<file path="src/rtl/kbd_pkg.sv">
// Shared 4x4 keypad definitions: key index = 4*row + col, used by scanner and emulator alike.
package kbd_pkg;

    localparam int KBD_ROWS  = 4;
    localparam int KBD_COLS  = 4;
    localparam int KBD_KEYS  = KBD_ROWS * KBD_COLS;
    localparam int TAP_CNT_W = 24;

    typedef logic [3:0]  kbd_key_t;
    typedef logic [15:0] kbd_map_t;

endpackage

</file>
<file path="src/rtl/kbd_sync.sv">
// Two-flop synchronizer with all-ones reset, so idle active-low lines read as inactive.
module kbd_sync #(
    parameter int WIDTH = 4
) (
    input  logic             clk,
    input  logic             rst_ni,
    input  logic [WIDTH-1:0] d,
    output logic [WIDTH-1:0] q
);

    logic [WIDTH-1:0] meta_reg;
    logic [WIDTH-1:0] sync_reg;

    always_ff @(posedge clk or negedge rst_ni) begin
        if (!rst_ni) begin
            meta_reg <= '1;
            sync_reg <= '1;
        end else begin
            meta_reg <= d;
            sync_reg <= meta_reg;
        end
    end

    assign q = sync_reg;

endmodule

</file>
<file path="src/rtl/matrix_kbd_emu.sv">
// Keypad emulator: answers scanner row drive with column lines from a host-set key map.
// Optional timed tap events are enabled by defining KBD_EMU_TAP_EN.
module matrix_kbd_emu
    import kbd_pkg::*;
#(
    parameter int unsigned TAP_CYCLES = 1_000_000
) (
    input  logic                clk,
    input  logic                rst_ni,
    input  logic [KBD_ROWS-1:0] row_i,
    output logic [KBD_COLS-1:0] column_o,
    input  logic                ev_valid_i,
    output logic                ev_ready_o,
    input  kbd_key_t            ev_key_i,
    input  logic                ev_press_i,
`ifdef KBD_EMU_TAP_EN
    input  logic                ev_tap_i,
`endif
    output kbd_map_t            pressed_o,
    output logic [7:0]          scan_cnt_o
);

    logic [KBD_ROWS-1:0] rows_n;
    kbd_map_t            pressed_reg, pressed_next;
    logic [KBD_COLS-1:0] column_reg, column_next;
    logic [7:0]          scan_cnt_reg;
    logic                row0_prev_reg;
    logic                ev_fire;

    kbd_sync #(.WIDTH(KBD_ROWS)) u_row_sync (
        .clk    (clk),
        .rst_ni (rst_ni),
        .d      (row_i),
        .q      (rows_n)
    );

    assign ev_fire = ev_valid_i && ev_ready_o;

    // A column is pulled low when any active row crosses a held key in that column.
    logic [KBD_COLS-1:0][KBD_ROWS-1:0] hit;
    for (genvar gi = 0; gi < KBD_COLS; gi++) begin : g_col
        for (genvar gj = 0; gj < KBD_ROWS; gj++) begin : g_row
            assign hit[gi][gj] = !rows_n[gj] && pressed_reg[gj*KBD_COLS + gi];
        end
        assign column_next[gi] = ~|hit[gi];
    end

`ifdef KBD_EMU_TAP_EN
    localparam logic [TAP_CNT_W-1:0] TAP_LOAD = TAP_CNT_W'(TAP_CYCLES - 1);

    logic                 tap_pending_reg;
    kbd_key_t             tap_key_reg;
    logic [TAP_CNT_W-1:0] tap_cnt_reg;
    logic                 tap_done;

    assign tap_done   = tap_pending_reg && (tap_cnt_reg == '0);
    // Ready comes back in the cycle the counter hits zero so a waiting event lands on the release edge.
    assign ev_ready_o = !tap_pending_reg || tap_done;

    always_ff @(posedge clk or negedge rst_ni) begin
        if (!rst_ni) begin
            tap_pending_reg <= 1'b0;
            tap_key_reg     <= '0;
            tap_cnt_reg     <= '0;
        end else if (ev_fire && ev_press_i && ev_tap_i) begin
            tap_pending_reg <= 1'b1;
            tap_key_reg     <= ev_key_i;
            tap_cnt_reg     <= TAP_LOAD;
        end else if (tap_done) begin
            tap_pending_reg <= 1'b0;
        end else if (tap_pending_reg) begin
            tap_cnt_reg <= tap_cnt_reg - 1'b1;
        end
    end
`else
    assign ev_ready_o = 1'b1;
`endif

    always_comb begin
        pressed_next = pressed_reg;
`ifdef KBD_EMU_TAP_EN
        if (tap_done) begin
            pressed_next[tap_key_reg] = 1'b0;
        end
`endif
        // A new event applies after the tap expiry so it wins on the shared edge.
        if (ev_fire) begin
            pressed_next[ev_key_i] = ev_press_i;
        end
    end

    always_ff @(posedge clk or negedge rst_ni) begin
        if (!rst_ni) begin
            pressed_reg   <= '0;
            column_reg    <= '1;
            scan_cnt_reg  <= '0;
            row0_prev_reg <= 1'b1;
        end else begin
            pressed_reg   <= pressed_next;
            column_reg    <= column_next;
            row0_prev_reg <= rows_n[0];
            if (row0_prev_reg && !rows_n[0]) begin
                scan_cnt_reg <= scan_cnt_reg + 8'd1;
            end
        end
    end

    assign pressed_o  = pressed_reg;
    assign column_o   = column_reg;
    assign scan_cnt_o = scan_cnt_reg;

endmodule

</file>
<file path="config.mk">
export PLATFORM = sky130hd
export DESIGN_NAME = matrix_kbd_emu
export DESIGN_NICKNAME = d
export VERILOG_FILES = /design/src/rtl/kbd_pkg.sv /design/src/rtl/kbd_sync.sv /design/src/rtl/matrix_kbd_emu.sv
export SDC_FILE = /design/constraint.sdc
export NUM_CORES = 1
export LEC_CHECK = 0
export ABC_AREA = 1
export CAP_MARGIN = 20
export CORE_UTILIZATION = 50
export CTS_CLUSTER_SIZE = 20
export DETAILED_ROUTE_END_ITERATION = 12
export DONT_BUFFER_PORTS = 1
export PLACE_DENSITY = 0.74
export SETUP_SLACK_MARGIN = 0.4
export SYNTH_ARGS = -nofsm -noshare
export SYNTH_HDL_FRONTEND = slang
export SYNTH_HIERARCHICAL = 1
export SYNTH_SLANG_ARGS = --single-unit
</file>
<file path="constraint.sdc">
create_clock -name clk -period 1.05 [get_ports clk]
set_input_delay 0.21 -clock clk [delete_from_list [all_inputs] [get_ports clk]]
set_output_delay 0.21 -clock clk [all_outputs]
set_load 0.02 [all_outputs]
</file>
==> flow_summary.json <==
{
  "p_switching_mw": 1.586,
  "grt_overflow": 0,
  "maxCapViolCount": 0,
  "via_count": 1205,
  "drive_above_1_share_pct": 54.50,
  "dieArea_um2": 3358,
  "wirelength_um": 3182,
  "fp.dieH_um": 57.95,
  "clk_latency_ns": 0.34,
  "dp_slack_ns": -0.04492,
  "cts_made_buffers": 5,
  "path_clk_slew_ns": 0.11,
  "final_cells": 231,
  "largest_reg_flops": 16,
  "syn2layout_area_growth_pct": 32.45,
  "clock-sinks": 37,
  "dp_hpwl_um": 2139,
  "timing.fmax_mhz": 843.1,
  "grt_max_degree": 38,
  "async_reset_ff_share_pct": 100.0,
  "root_buffer": "clkbuf_4",
  "dr.first_iter.drc_count": 53,
  "route.detailed.drc": 4,
  "synth_nets": 183,
  "p_per_area_nw_per_um2": 2170,
  "synth_edf_count": 0,
  "p_sw_share_pct": 35.26,
  "antenna_found_initial": 0,
  "synth_area_per_cell_um2": 9.207,
  "initial_utilization_pct": 54.87,
  "dp_cells": 209,
  "intPower_mw": 2.913,
  "vdd_drop_max_mv": 1.679,
  "grt_pass1_vias": 1176,
  "grt_usage_pct": 20.65,
  "crit_start": "row0_prev_reg$_DFF_PN1_",
  "yosys_warnings": 6,
  "fin_hold_ws_ns": -0.4564,
  "port-buffer-count": 0,
  "post_drt_via_cell_ratio": 5.216,
  "period_share_pct": 113.0,
  "rows": 19,
  "synth_flop_cell": "dfrtp_1",
  "end_kind": "flop",
  "setup_viol": 18,
  "core-area_um2": 2853,
  "worstPathArrival_ns": 1.46,
  "postSynthCellCount": 170,
  "r2r-start": "row0_prev_reg$_DFF_PN1_",
  "gp_congestion": 0.8001,
  "cp.required_ns": 1.32,
  "outcome": "finished, violations left",
  "rsz0062_at_grt": "yes",
  "ys_seq_area_share_pct": 60.19,
  "holdBufCountCts": 4,
  "fin_skew_ns": 0.02042,
  "start_kind": "flop",
  "power_leakage_nw": 0.9302,
  "io_pins": 41,
  "path_max_fanout": 5,
  "firstDrtPassIters": 8,
  "hold_class": "primary input to asynchronous set/reset pin",
  "wl_per_cell_um": 13.77,
  "synth_seq_cells": 37,
  "final_cell_mix": "34 x nand2_1, 24 x dfrtp_2, 17 x nor2_1",
  "grt_pass1_wl_um": 5057,
  "synthDistinctLibCells": 22,
  "path_class": "flop to flop",
  "violations": "DRC, hold timing, setup timing",
  "fin_crit_ns": 1.186,
  "ant_nets": 0,
  "die_w_um": 57.95,
  "synthesis.area_um2": 1565,
  "seqPwrFrac_pct": 51.8,
  "utilization_pct": 72.68,
  "final_common_cell": "nand2_1",
  "clkPwrFrac_pct": 16.7,
  "comb_power_share_pct": 31.6,
  "slew_violations": 0,
  "tritoncts": "yes",
  "diodes": 0,
  "final_net_count": 212,
  "cts_buffer_depth": 2,
  "fin_ws_ns": -0.1362,
  "h-tree-depth": 2,
  "hold_viol_final": 42
}
-- cells by family after synthesis --
| kind of cell | Yosys count | synth area share (%) |
|---|---|---|
| AOI/OAI and AO/OA | 24 | 8.233 |
| xor gates and xnor gates | 4 | 2.239 |
| adders and majority gates | 1 | 0.7992 |
| buffers and inverters | 33 | 8.153 |
| DFF | 37 | 60.19 |
| muxes | 1 | 0.7194 |
| other | 1 | 0.2396 |
| and+or+nand+nor | 69 | 19.42 |
-- worst paths after layout --
check	slack, ns	to	cells after the start
min in group clk	-0.02	pressed_o[6]$_DFFE_PN0P_	2
worst min register to register	0.36	u_row_sync/q[0]$_DFF_PN1_	0
worst max register to register	-0.14	scan_cnt_o[3]$_DFFE_PN0P_	4
worst max-delay path	-0.14	scan_cnt_o[3]$_DFFE_PN0P_	4
worst min-delay path	-0.46	scan_cnt_o[7]$_DFFE_PN0P_	0
max in group asynchronous	1.30	column_o[0]$_DFF_PN1_	0
-- what timing repair did --
action | CTS | global route
setup endpoints to repair | 57 | 57
endpoints found under the hold margin | 48 | 44
resized for setup | 46 | 9
pin swaps | 15 | 6
buffers inserted | 7 | 3
-- metrics by stage --
step	hold WS (ns)	area, um2	setup TNS [ns]	total power [mW]
6_report	-0.4564	2073	-1.318	4.499
5_1_grt	-0.4754	2073	-1.973	4.727
4_1_cts	-0.4637	2017	-1.157	4.455
3_5_place_dp	-0.08464	1737	-0.1317	3.252
3_3_place_gp	-0.08473	1737	-0.02053	3.198
2_1_floorplan	-0.08559	1635	-0.06887	2.916
-- routing by layer --
metal  global-route usage [%]  wire length (um)  vias up
met1                    25.11              1301      583
met3                    6.250               181        7
li1                         -                 -      583
met2                    33.66              1635       32
met4                    9.864                64        0
met5                        0                 0        -
-- layout make-up --
| cell class | instances | area [um2] |
|---|---|---|
| multi-input combinational | 100 | 631.9 |
| sequential | 37 | 972.2 |
| tap | 31 | 38.79 |
| inverter | 31 | 123.9 |
| clock buffer | 8 | 58.81 |
| timing repair buffer | 24 | 247.7 |
| fill | 199 | 779.5 |
-- critical path, stage by stage (launching register included) --
cell and delay, ns:
dfstp_2 0.60, nand3_4 0.09, nor2_4 0.16, buf_4 0.14
xor2_1 0.14
-- cell usage after synthesis (2+ instances only) --
cell type,count,area [um2]
dfrtp_1,24,600.6
dfstp_2,13,341.6
inv_1,28,105.1
inv_2,3,11.26
nand2_1,39,146.4
nand3_1,4,20.02
nand3_2,2,20.02
nor2_1,19,71.32
nor2_4,2,22.52
o21ai_0,12,60.06
o21ai_1,5,25.02
o22ai_1,7,43.79
xnor2_1,2,17.52
xor2_1,2,17.52
-- power by group through the flow --
stage	Sequential [mW]	Clock [mW]	Combinational [mW]
2_1_floorplan	2.44	0	0.472
3_3_place_gp	2.35	0	0.850
3_5_place_dp	2.36	0	0.896
4_1_cts	2.33	0.772	1.36
5_1_grt	2.37	0.829	1.53
6_report	2.33	0.750	1.42
Note: power is estimated with default switching activity, not from simulation.
